File: src/rtl/forward_select_unit_pkg.sv
// Shared CPU types for operand forwarding and hazard control.
// Select codes, FSM states and scoreboard entry record.
package forward_select_unit_pkg;

  typedef enum logic [1:0] {
    SEL_RF    = 2'b00,
    SEL_EXMEM = 2'b01,
    SEL_MEMWB = 2'b10,
    SEL_WBBUF = 2'b11
  } fwd_sel_e;

  typedef enum logic {
    ST_IDLE = 1'b0,
    ST_BUSY = 1'b1
  } fsm_state_e;

  typedef enum logic [1:0] {
    ADV_NORMAL = 2'b00,
    ADV_BUBBLE = 2'b01,
    ADV_HOLD   = 2'b10
  } adv_e;

  typedef struct packed {
    logic       valid;
    logic [4:0] rd;
    logic       reg_write;
  } sb_key_t;

  typedef struct packed {
    sb_key_t key;
    logic    load;
    logic    muldiv;
  } sb_entry_t;

  localparam sb_entry_t SB_BUBBLE = '0;

  function automatic logic sb_hit(
    input sb_key_t    k,
    input logic [4:0] rs
  );
    return k.valid && k.reg_write &&
           (k.rd == rs) && (rs != 5'd0);
  endfunction

endpackage

File: src/rtl/forward_select_unit_fwd_match.sv
// Forward select for one source register.
// Youngest matching producer wins.
module fwd_match
  import forward_select_unit_pkg::*;
(
  input  logic [4:0] rs,
  input  sb_key_t    ex_k,
  input  sb_key_t    mem_k,
  input  sb_key_t    wb_k,
  output logic [1:0] sel
);

  // Priority pick EX > MEM > WB > register file
  always_comb begin
    sel = SEL_RF;
    if (sb_hit(ex_k, rs))
      sel = SEL_EXMEM;
    else if (sb_hit(mem_k, rs))
      sel = SEL_MEMWB;
    else if (sb_hit(wb_k, rs))
      sel = SEL_WBBUF;
  end

endmodule

File: src/rtl/forward_select_unit.sv
// Forwarding select and load-use / multi-cycle stall control.
// Tracks EX, MEM, WB producers in a 3-entry scoreboard.
module forward_select_unit
  import forward_select_unit_pkg::*;
(
  input  logic       CLK,
  input  logic       RESET,
  input  logic [4:0] ID_RS1,
  input  logic [4:0] ID_RS2,
  input  logic [4:0] ID_RD,
  input  logic       ID_VALID,
  input  logic       ID_REG_WRITE,
  input  logic       ID_MEM_READ,
  input  logic       ID_MULDIV,
  input  logic       MULDIV_DONE,
  output logic [1:0] FWD_SEL1,
  output logic [1:0] FWD_SEL2,
  output logic       STALL,
  output logic       BUSY
);

  sb_entry_t  ex_q, mem_q, wb_q;
  sb_entry_t  id_e;
  fsm_state_e state_q, state_d;
  adv_e       adv;
  logic [1:0] sel1_d, sel2_d;
  logic [1:0] sel1_q, sel2_q;
  logic       op_start;
  logic       lu_raw;
  logic       lu;

  fwd_match u_match1 (
    .rs    (ID_RS1),
    .ex_k  (ex_q.key),
    .mem_k (mem_q.key),
    .wb_k  (wb_q.key),
    .sel   (sel1_d)
  );

  fwd_match u_match2 (
    .rs    (ID_RS2),
    .ex_k  (ex_q.key),
    .mem_k (mem_q.key),
    .wb_k  (wb_q.key),
    .sel   (sel2_d)
  );

  // ID fields packed into an entry; invalid ID becomes a bubble
  always_comb begin
    id_e = SB_BUBBLE;
    if (ID_VALID) begin
      id_e.key.valid     = 1'b1;
      id_e.key.rd        = ID_RD;
      id_e.key.reg_write = ID_REG_WRITE;
      id_e.load          = ID_MEM_READ;
      id_e.muldiv        = ID_MULDIV;
    end
  end

  // Hazard detection on the entry currently in EX
  always_comb begin
    op_start = (state_q == ST_IDLE) &&
               ex_q.key.valid && ex_q.muldiv &&
               !MULDIV_DONE;
    lu_raw   = ID_VALID && ex_q.load &&
               (sb_hit(ex_q.key, ID_RS1) ||
                sb_hit(ex_q.key, ID_RS2));
  end

  // FSM state register
  always_ff @(posedge CLK or negedge RESET) begin
    if (!RESET)
      state_q <= ST_IDLE;
    else
      state_q <= state_d;
  end

  // FSM next state
  always_comb begin
    state_d = state_q;
    unique case (state_q)
      ST_IDLE: if (op_start)    state_d = ST_BUSY;
      ST_BUSY: if (MULDIV_DONE) state_d = ST_IDLE;
      default:                  state_d = ST_IDLE;
    endcase
  end

  // FSM outputs: stall, busy and scoreboard advance mode.
  // The op is kept in EX from the edge it is first seen not done.
  always_comb begin
    BUSY  = (state_q == ST_BUSY);
    lu    = lu_raw && !BUSY;
    STALL = lu || BUSY;
    adv   = ADV_NORMAL;
    unique case (1'b1)
      op_start:              adv = ADV_HOLD;
      BUSY && !MULDIV_DONE:  adv = ADV_HOLD;
      lu:                    adv = ADV_BUBBLE;
      default:               adv = ADV_NORMAL;
    endcase
  end

  // Scoreboard shift and registered forward selects
  always_ff @(posedge CLK or negedge RESET) begin
    if (!RESET) begin
      ex_q   <= SB_BUBBLE;
      mem_q  <= SB_BUBBLE;
      wb_q   <= SB_BUBBLE;
      sel1_q <= SEL_RF;
      sel2_q <= SEL_RF;
    end else begin
      unique case (adv)
        ADV_HOLD: begin
          mem_q <= SB_BUBBLE;
          wb_q  <= mem_q;
        end
        ADV_BUBBLE: begin
          ex_q   <= SB_BUBBLE;
          mem_q  <= ex_q;
          wb_q   <= mem_q;
          sel1_q <= SEL_RF;
          sel2_q <= SEL_RF;
        end
        default: begin
          ex_q   <= id_e;
          mem_q  <= ex_q;
          wb_q   <= mem_q;
          sel1_q <= sel1_d;
          sel2_q <= sel2_d;
        end
      endcase
    end
  end

  assign FWD_SEL1 = sel1_q;
  assign FWD_SEL2 = sel2_q;

endmodule

File: config.mk
export PLATFORM = sky130hd
export DESIGN_NAME = forward_select_unit
export DESIGN_NICKNAME = d
export VERILOG_FILES = /design/src/rtl/forward_select_unit_pkg.sv /design/src/rtl/forward_select_unit_fwd_match.sv /design/src/rtl/forward_select_unit.sv
export SDC_FILE = /design/constraint.sdc
export NUM_CORES = 1
export LEC_CHECK = 0
export ABC_AREA = 1
export BUFFER_PORTS_ARGS = -buffer_cell sky130_fd_sc_hd__clkbuf_2
export CAP_MARGIN = 5
export CORE_AREA = 2 2 43 84
export CTS_CLUSTER_DIAMETER = 50
export DETAILED_ROUTE_END_ITERATION = 8
export DIE_AREA = 0 0 45 86
export HOLD_SLACK_MARGIN = 0.15
export PLACE_DENSITY = 0.83
export REMOVE_ABC_BUFFERS = 1
export SKIP_CTS_REPAIR_TIMING = 1
export SLEW_MARGIN = 20
export SYNTH_ARGS = -nofsm -noshare
export SYNTH_HDL_FRONTEND = slang
export SYNTH_SLANG_ARGS = --single-unit
File: constraint.sdc
create_clock -name CLK -period 1.61 [get_ports CLK]
set_input_delay 0.161 -clock CLK [delete_from_list [all_inputs] [get_ports CLK]]
set_output_delay 0.161 -clock CLK [all_outputs]
set_load 0.005 [all_outputs]
=== Word-level counts from Yosys, hierarchy flattened ===
Cells that the tools add are included.

* Flip-flop bits (word level): 28
* Output and inout port bits: 6

* Reductions and logical operators: 29
* Equal/unequal tests: 8
* Mux-type cells: 15
* Bitwise gates (word level): 1

{| class="wikitable"
|+ Operators with widths
! kind !! count
|-
| $eq A5 B5 Y1 || 6
|-
| $logic_and A1 B1 Y1 || 22
|-
| $mux W9 || 2
|-
| $pmux W9 S2 || 1
|-
| $mux W2 || 6
|-
| $pmux W2 S2 || 3
|-
| $reduce_bool A5 Y1 || 2
|-
| $eq A2 B1 Y1 const B || 1
|-
| $eq A2 B2 Y1 const B || 1
|-
| $logic_not A1 Y1 || 2
|-
| $logic_or A1 B1 Y1 || 2
|-
| $mux W1 || 2
|-
| $pmux W1 S2 || 1
|-
| $reduce_or A2 Y1 || 1
|-
| $not A1 Y1 || 1
|}

=== Longest topological paths before layout ===
Gate-level depths: netlist of the first run.

* Word-level depth: 9
* Gate-level depth with buffers: 13

=== Cells and area by module ===
Synthesis of the first run repeated with hierarchy kept, for this count alone.

* Cell total of the unflattened synthesis: 315
* Area, all modules: 2021.9 um^2

{| class="wikitable"
|+ Modules (own cells, without submodules)
! module !! area each (um^2) !! seq. area each (um^2) !! cells each !! times used
|-
| forward_select_unit || 1356.3 || 700.7 || 159 || 1
|-
| fwd_match || 332.8 || 0.0 || 78 || 2
|}

=== Worst setup path after synthesis of the first run ===
Ideal clock, no wire load.

* Kind: register to register
* From: reg ex_q[5] in the netlist's numbering
* To: reg ex_q[8] in the netlist's numbering
* Path buffers: 1
* Required time: 1493 ps
* Arrival time: 1289 ps
* Cell stages (with the launch flop): 12
* Slack: 203 ps
* Cell sequence: dfrtp_1 -> inv_1 -> nand2_1 -> nand2_1 -> nand2_1 -> nor2_2 -> nand2_2 -> nand2_2 -> nand4_2 -> buf_2 -> nand3_1 -> nand2_1

* Word-level cells in the longest chain between the ends: 9
* Elaborated cells on any way between the ends: 13
* Those cells by class: 4 x eq/ne; 2 x mux; 7 x reduce/logical

{| class="wikitable"
|+ Ends and longest elaborated chain
! element !! line !! source
|-
| start: declaration || forward_select_unit.sv:22 || <nowiki>sb_entry_t ex_q, mem_q, wb_q;</nowiki>
|-
| start signal: assignment || forward_select_unit.sv:125 || <nowiki>ex_q <= id_e;</nowiki>
|-
| $eq A5 B5 Y1 || forward_select_unit_pkg.sv:42 || <nowiki>(k.rd == rs) && (rs != 5'd0);</nowiki>
|-
| $logic_and A1 B1 Y1 || forward_select_unit_pkg.sv:41 || <nowiki>return k.valid && k.reg_write &&</nowiki>
|-
| $logic_and A1 B1 Y1 || forward_select_unit_pkg.sv:42 ||
|-
| $logic_or A1 B1 Y1 * || forward_select_unit.sv:66 || <nowiki>(sb_hit(ex_q.key, ID_RS1) ||</nowiki>
|-
| $logic_and A1 B1 Y1 * || forward_select_unit.sv:65 || <nowiki>lu_raw = ID_VALID && ex_q.load &&</nowiki>
|-
| $logic_and A1 B1 Y1 * || forward_select_unit.sv:92 || <nowiki>lu = lu_raw && !BUSY;</nowiki>
|-
| $pmux W2 S2 * || forward_select_unit.sv:95 || <nowiki>unique case (1'b1)</nowiki>
|-
| $eq A2 B1 Y1 or $eq A2 B2 Y1 (tied branches) || forward_select_unit.sv:112 || <nowiki>unique case (adv)</nowiki>
|-
| $pmux W9 S2 || forward_select_unit.sv:112 ||
|}

Mark *: on every way between the ends. The rest lies on a longest branch, timed or not.
A chain may end at the register's enable or synchronous reset.

=== Worst setup path in the final report of the first run ===
* From: reg ex_q[2] in the netlist's numbering
* To: out STALL

* Word-level cells in the longest chain between the ends: 7
* Elaborated cells on any way between the ends: 9
* Those cells by class: 9 x reduce/logical

{| class="wikitable"
|+ Ends and longest elaborated chain
! element !! line !! source
|-
| $logic_and A1 B1 Y1 * || forward_select_unit_pkg.sv:41 ||
|-
| $logic_and A1 B1 Y1 || forward_select_unit_pkg.sv:41 ||
|-
| $logic_and A1 B1 Y1 || forward_select_unit_pkg.sv:42 ||
|-
| $logic_or A1 B1 Y1 * || forward_select_unit.sv:66 ||
|-
| $logic_and A1 B1 Y1 * || forward_select_unit.sv:65 ||
|-
| $logic_and A1 B1 Y1 * || forward_select_unit.sv:92 ||
|-
| $logic_or A1 B1 Y1 * || forward_select_unit.sv:93 || <nowiki>STALL = lu || BUSY;</nowiki>
|-
| end: declaration || forward_select_unit.sv:18 || <nowiki>output logic STALL,</nowiki>
|}

Marked as above.

==> results by stage, run 1 <==
CTS:
- The clock buffer count from CTS is 3.
- The maximum root-to-sink buffer count is 2.
- The master cell of the clock root buffer is sky130_fd_sc_hd__clkbuf_8.
- The CTS tree is done.
- The clock slew at the register clock pins of the worst setup and hold paths is 0.10 ns.
- In this run the number of H-tree levels came out at 1.
- The clock latency of the later-clocked register in the worst-skew pair is 0.27 ns.
- The total clock sinks is 28.

STA:
- On the final layout, the worst hold slack is 0.178 ns.
- In the post-route analysis, the smallest setup slack over all paths is -0.0923 ns.
- In this run the tightest slew margin relative to its limit is 0.539.
- The final critical delay including setup and external delays is 1.70 ns.
- On the final layout, the worst clock skew is 0.00320 ns.
- Static timing analysis puts the maximum clock frequency at 587 MHz.
- Setup violations remaining at the end of the flow were counted as 18.
- Setup repair after global routing could not meet its margin everywhere.
- Dividing the final minimum period by the clock period gives 1.06.
- In the final timing run, aggregate negative setup slack is -0.490 ns.
- The final hold violation count is 0.
- The total count of max-transition violations in the final report is 0.
- The transition time of the tightest slew-check pin is 0.691 ns.

Placed design:
- The weighted congestion at the end of routability-driven global placement is 0.853.
- Prior to clock tree synthesis, the placed netlist has a worst setup slack of -0.0458 ns.
- The detailed placer's ending HPWL is 3030 um.
- The total placed instance area is 1890 um2.
- The quantity of I/O buffers inserted on ports is 27.
- Including well taps, the total number of placed cells is 301.

Worst setup path:
- The critical path goes through nand2_2 -> nand3b_1 -> nor2_1 -> nand2_2 -> nand2_4 -> nand2_2 -> nand2_2 -> clkbuf_2.
- The data arrival time of the critical path is 1.54 ns.
- Counting cells, the worst reg-to-reg path comes to 9.
- The startpoint identified for the worst register-to-register timing path is ex_q[2].
- Across all register-to-register paths, the minimum setup slack is -0.07 ns.
- Of all nets on the critical path, the largest fanout is 3.
- The slowest stage of the critical path is the sky130_fd_sc_hd__dfrtp_1 cell.
- The largest incremental delay on the critical path is 0.40 ns.
- The worst setup path is launched from a register.
- For the worst setup path, the data required time is 1.45 ns.
- The cell occurring most often along the worst timing path is sky130_fd_sc_hd__nand2_2.
- In this run the critical register-to-register path is captured at mem_q[6].
- The critical path is of the reg2out type.
- STA classifies the critical path endpoint as an output port.

Finish:
- The final non-filler cell area is 2110 um2.
- Measured on the finished design, the core utilization comes to 0.661.
- The share of layout cells above drive strength 1 is 0.261.
- After the flow finishes, the layout carries non-filler instances totaling 314.
- The antenna diode count is 0.
- The area growth from synthesis to layout is 26.2%.
- Fill cells in the final layout number 264.
- After the last flow step, the layout net total stands at 306.

Pwr:
- The proportion of power drawn by the clock network is 0.324.
- Power spread over the standard cell area amounts to 807 nW/um2.
- Internal power comes to 1.24 mW.
- Of the total power, the share spent switching nets is 0.272.
- The share of total power dissipated in combinational logic is 0.206.
- VDD sags by at most 683 uV.
- Total power for the finished layout comes to 1.70 mW.
- For this design the total switching power over the nets is 463 uW.
- The share of total power dissipated in sequential elements is 0.471.
- The leakage power of the design is 1.18 nW.

Yosys:
- The proportion of synthesized flip-flops having asynchronous set or reset is 1.00.
- Of the post-synthesis cell area, the part taken by muxes is 0.
- Synthesis inferred 28 register bits.
- In the synthesized netlist the dominant register cell turns out to be sky130_fd_sc_hd__dfrtp_1.
- Of the total synthesized cell area, the portion taken by full adders, half adders and majority gates is 0.
- The synthesized area is 1670 um2.
- After synthesis, the largest family of logic cells by area is simple AND/OR/NAND/NOR gates.
- The synthesized netlist contains 25 unique library cells.
- Of the synthesized area, sequential elements account for 0.419.
- The Yosys step of the flow raised 0 warnings.
- The compound-cell area share of the yosys netlist is 0.0501.
- The post-synthesis instance total is 240.
- The per-instance average area after synthesis is 6.98 um2.
- The number of enable-type register cells in the synthesized netlist is 0.
- Of the total synthesized cell area, the portion taken by XOR and XNOR cells is 0.0471.
- Of the total synthesized cell area, the portion taken by AND, OR, NAND and NOR gates is 0.388.

Global route:
- The wire length of the first global-routing pass is 6530 um.
- The largest net degree at the start of global routing is 29.
- The via count of the first global-routing pass was 1575.
- The global-route usage over all layers is 0.224.
- Global routing finished with a remaining overflow of 0.
- The number of antenna violations at the first check in global routing came to 0.

Die:
- The starting density of the core is 0.524.
- From left edge to right edge, the die measures 45 um.
- The floorplan step defined a die boundary enclosing 3870 um2.
- The region available for standard cell placement spans 3190 um2.
- The number of cell rows is 29.
- 28 I/O pins were placed.
- The height of the die is 86 um.

Routing:
- The count of unresolved DRC violations after routing is 0.
- The total routed wirelength is 4210 um.
- After the first detailed-routing iteration, the DRC count stood at 71.
- In the routed layout, each cell is associated on average with a via count of 5.32.
- The detail route stage leaves a number of antenna-violating nets equal to 0.
- The mean routed wirelength per cell is 13.4 um.
- The detailed-route via count is 1672.
- The first TritonRoute pass finished after 4 iterations.

Worst hold path:
- The worst hold path begins at ID_RD[3].
- The count of cells along the worst hold path is 5.
- The path with the worst hold slack has its endpoint at ex_q[6].
- The type of the tightest min-delay check is in2reg.

Outcome:
- The checks that failed: negative setup slack.
- The flow ran to the end, but the final reports show violations.

Run:
- The number of violations of the max-capacitance limit is 0.
-- registers in the layout, summed over array words and instances, names as in the netlist --
register	cells
FWD_SEL2	2
ex_q	9
wb_q	7
BUSY	1
mem_q	7
FWD_SEL1	2
-- cells by family after synthesis --
logic type / Yosys count
AO/OA/AOI/OAI: 14
XOR/XNOR: 9
buffers and inverters: 40
flip-flops: 28
AND/OR/NAND/NOR: 149
-- how the worst max path moves through the flow --
stage | slack (ns) | end | depth (start not counted) | startpoint
final | -0.09 | STALL | 8 | ex_q[2]
after global routing | -0.21 | mem_q[6] | 11 | ex_q[7]
after global placement | -0.003 | FWD_SEL1[0] | 10 | ex_q[5]
after CTS | -0.08 | FWD_SEL1[0] | 8 | ex_q[2]
after floorplan | 0.16 | FWD_SEL1[0] | 6 | BUSY
after detailed placement | -0.05 | FWD_SEL1[0] | 8 | ex_q[2]
-- critical path: cells and delay by family (launching register included) --
kind | cells | cell delay [ns]
flip-flops | 1 | 0.40
buffers and inverters | 1 | 0.10
AND/OR/NAND/NOR | 7 | 0.75
-- area by class of cell --
type,instances,area (um2),share of cell area
multi-input cells,172,870,0.412
well taps,31,38.8,0.0184
inverters,35,135,0.0640
clock buffers,3,41.3,0.0195
clock inverters,1,30.0,0.0142
repair buffers,44,294,0.139
flip-flops and latches,28,703,0.333
-- synth_stat cells, types with 2 or more instances --
master,n,area [um2]
sky130_fd_sc_hd__nand2_2,2,12.5
sky130_fd_sc_hd__nand3_1,29,145
sky130_fd_sc_hd__inv_1,32,120
sky130_fd_sc_hd__nor2_1,30,113
sky130_fd_sc_hd__xnor2_1,5,43.8
sky130_fd_sc_hd__inv_2,3,11.3
sky130_fd_sc_hd__o21ai_0,7,35.0
sky130_fd_sc_hd__dfrtp_1,28,701
sky130_fd_sc_hd__xor2_1,4,35.0
sky130_fd_sc_hd__a21oi_1,2,10.0
sky130_fd_sc_hd__nand2_1,79,297
sky130_fd_sc_hd__buf_2,3,15.0
sky130_fd_sc_hd__o21bai_1,2,15.0
sky130_fd_sc_hd__nand3b_1,3,22.5
-- metal layers --
layer	track usage	vias up	share of wire
met4	0.0989	0	0.033
li1	-	820	-
met3	0.0168	15	0.036
met2	0.416	48	0.58
met5	0	-	0
met1	0.239	789	0.35
-- layout by cell type, fill, tap and decap left out, types with 3 or more instances in the layout --
cell type / n
sky130_fd_sc_hd__buf_4: 13
sky130_fd_sc_hd__clkbuf_2: 27
sky130_fd_sc_hd__clkbuf_8: 3
sky130_fd_sc_hd__dfrtp_1: 26
sky130_fd_sc_hd__inv_1: 29
sky130_fd_sc_hd__inv_2: 5
sky130_fd_sc_hd__nand2_1: 75
sky130_fd_sc_hd__nand2_2: 5
sky130_fd_sc_hd__nand3_1: 28
sky130_fd_sc_hd__nand3b_1: 3
sky130_fd_sc_hd__nor2_1: 26
sky130_fd_sc_hd__nor2_2: 5
sky130_fd_sc_hd__o21ai_0: 7
sky130_fd_sc_hd__xnor2_1: 3
sky130_fd_sc_hd__xor2_1: 4
-- power by group through the flow --
stage | registers, mW | logic (mW) | clock network [mW]
2_1_floorplan | 0.803 | 0.175 | 0
3_3_place_gp | 0.807 | 0.293 | 0
3_5_place_dp | 0.811 | 0.300 | 0
4_1_cts | 0.797 | 0.302 | 0.554
5_1_grt | 0.809 | 0.392 | 0.593
6_report | 0.802 | 0.351 | 0.551
Note: power is estimated with default switching activity, not from simulation.
==> run 2, diff against run 1 <==
- SKIP_CTS_REPAIR_TIMING: 1 -> default
==> results by stage, run 2 (synthesized netlist as in run 1, its figures left out) <==
Outcome:
- The run finished, with violations left.
- The final reports fail on negative setup slack.

Routing:
- The remaining number of nets flagged by the antenna check after routing was 0 (unchanged).
- The DRC marker count from the first detailed-route iteration came to 58 (-18%).
- The via count normalized by instance count is 5.29 (-0.73%).
- The detailed-routing iteration count for the pre-antenna-repair pass is 4 (unchanged).
- The detailed-route via count is 1718 (+2.8%).
- The mean routed wirelength per cell is 13.1 um (-2.1%).
- The total routed wirelength came to 4270 um (+1.3%).
- The count of unresolved DRC violations after routing is 0 (unchanged).

Die:
- The number of cell rows is 29 (unchanged).
- The height of the die is 86 um (unchanged).
- The area inside the core boundary came to 3190 um2 (unchanged).
- The starting density of the core is 0.524 (unchanged).
- The die span in x is 45 um (unchanged).
- The floorplan die area is 3870 um2 (unchanged).
- The count of pins on the block boundary came to 28 (unchanged).

Global route:
- The number of antenna violations at the first check in global routing is 0 (unchanged).
- The sum of overflow across all layers after global routing was 0 (unchanged).
- The global-route usage over all layers came to 0.241 (+0.0174).
- The largest net degree at the start of global routing is 29 (unchanged).
- The via count of the first global-routing pass was 1672 (+6.2%).
- The wire length of the first global-routing pass is 7020 um (+7.6%).

Finish:
- The largest register by flop count is ex_q.
- The library cells used most frequently in the layout, excluding fill and tap cells, are 79 x sky130_fd_sc_hd__nand2_1, 29 x sky130_fd_sc_hd__inv_1, 29 x sky130_fd_sc_hd__nor2_1, 28 x sky130_fd_sc_hd__nand3_1, 27 x sky130_fd_sc_hd__clkbuf_2.
- The area growth from synthesis to layout is 28.6%.
- The leading cell type in the layout, fill and taps excluded is sky130_fd_sc_hd__nand2_1.
- The largest registers in the layout are ex_q x9, mem_q x7, wb_q x7.
- The share of layout cells above drive strength 1 is 0.262 (+0.000421).
- The flip-flop count of the largest register after layout was 9 (unchanged).
- The net count reported at finish was 317 (+3.6%).
- The antenna diode count came to 0 (unchanged).
- The utilization of the core after routing came to 0.674 (+0.0129).

Worst hold path:
- The worst hold path begins at ID_RD[3].
- The count of cells along the worst hold path was 5 (unchanged).
- The type of the tightest min-delay check is in2reg.
- The worst hold path terminates at ex_q[6].

Placed design:
- The quantity of I/O buffers inserted on ports is 27 (unchanged).
- The detailed placer's ending HPWL is 3030 um (unchanged).
- The weighted congestion at the end of routability-driven global placement is 0.853 (unchanged).
- The pre-CTS setup slack is -0.0458 ns (unchanged).

Run:
- The number of violations of the max-capacitance limit was 0 (unchanged).

STA:
- The worst setup margin is -0.0614 ns (+0.0310 ns).
- The headroom to the max-slew limit was 0.529 (-0.0103).
- The total count of max-transition violations in the final report is 0 (unchanged).
- The final hold violation count is 0 (unchanged).
- The transition time of the tightest slew-check pin was 0.706 ns (+0.0154 ns).
- The worst setup skew after layout is 0.00604 ns (+0.00284 ns).
- Setup repair after global routing could not meet its margin everywhere.
- The final critical delay including setup and external delays is 1.67 ns (-0.0310 ns).
- The upper clock frequency limit came to 598 MHz (+1.9%).
- The total setup violations reported at the end of the flow is 21 (+3).
- The final clock period utilization by the worst path is 1.04 (-0.0192).

Worst setup path:
- STA classifies the critical path startpoint as a register.
- The largest incremental delay on the critical path came to 0.42 ns (+0.02 ns).
- The number of cells traversed by the worst register-to-register path is 12 (+3).
- The largest fanout on the critical path is 7 (+4).
- The worst register-to-register path ends at mem_q[6].
- Among the stages of the critical path, the cell type that occurs most often is sky130_fd_sc_hd__nand2_1.
- The startpoint identified for the worst register-to-register timing path is ex_q[5].
- The start-to-end type of the worst setup path is reg2reg.
- The worst path required time is 1.76 ns (+0.31 ns).
- The slowest stage cell on the critical path is sky130_fd_sc_hd__dfrtp_1.
- Walking the worst path, the cells encountered are buf_4 -> nand2_1 -> nand2_1 -> nand2_1 -> nor2_1 -> nand2_1 -> nand2_4 -> buf_4 -> nand3_4 -> nand2_4 -> inv_1 -> nor2_1.
- STA classifies the critical path endpoint as a register.
- The data arrival time of the critical path is 1.82 ns (+0.28 ns).
- The setup slack on the worst flop-to-flop path is -0.06 ns (about the same).

CTS:
- The maximum root-to-sink buffer count was 2 (unchanged).
- The H-tree depth reported by CTS came to 1 (unchanged).
- The clock slew at the register clock pins of the worst setup and hold paths is 0.10 ns (about the same).
- TritonCTS built the clock tree.
- The clock latency of the later-clocked register in the worst-skew pair is 0.27 ns (about the same).
- The clock buffer count from CTS was 3 (unchanged).
- The total clock sinks is 28 (unchanged).
- The cell sitting at the root of the clock tree is a sky130_fd_sc_hd__clkbuf_8.

Pwr:
- The maximum ir drop on the vdd rail is 849 uV (+24%).
- The overall power of the completed layout is 1.71 mW (+0.32%).
- The leakage power of the design is 1.24 nW (+4.4%).
- The power per cell area was 794 nW/um2 (-1.6%).
## run 2: how the worst max path moves through the flow
stage | cells past startpoint | slack, ns | to | start
detailed placement | 8 | -0.05 | FWD_SEL1[0] | ex_q[2]
global placement | 10 | -0.003 | FWD_SEL1[0] | ex_q[5]
floorplan | 6 | 0.16 | FWD_SEL1[0] | BUSY
global route | 12 | -0.17 | ex_q[7] | ex_q[7]
finish | 12 | -0.06 | mem_q[6] | ex_q[5]
CTS | 11 | -0.005 | FWD_SEL1[0] | ex_q[6]
## run 2: power breakdown
part           internal, mW  switching, mW
clock                 0.333          0.212
combinational         0.165          0.201
sequential            0.757         0.0415
## run 2: repair_timing
action,in CTS,in global routing
pin swaps,2,1
hold buffers,1,0
buffers inserted,15,4
endpoints found under the setup margin,14,21
resized for setup,1,10
endpoints found under the hold margin,28,0
## run 2: layout make-up
| class | instances | area, um2 |
|---|---|---|
| well taps | 31 | 38.8 |
| clock inverters | 1 | 30.0 |
| multi-input cells | 172 | 848 |
| clock buffers | 3 | 41.3 |
| flip-flops and latches | 28 | 703 |
| repair buffers | 55 | 360 |
| inverters | 35 | 131 |
| fillers | 263 | 1040 |
## run 2: stage by stage
step / instance area, um2 / TNS, ns / std cells / hold WS [ns]
final: 2150 / -0.696 / 325 / 0.181
after global routing: 2150 / -2.90 / 325 / 0.210
after CTS: 2090 / -0.00530 / 321 / 0.177
after detailed placement: 1890 / -0.243 / 301 / 0.242
after global placement: 1890 / -0.00309 / 301 / 0.224
after floorplan: 1640 / 0 / 235 / -0.135
## run 2: worst max-delay path: cells and delay by family (launching register included)
family,cells,cell delay [ns]
and+or+nand+nor,9,0.62
buffers and inverters,3,0.51
DFF,1,0.42
## run 2: layer usage
layer  GRT usage  share of wire
met2       0.439           0.56
met3      0.0189          0.030
met5           0              0
met1       0.266           0.37
met4       0.107          0.034
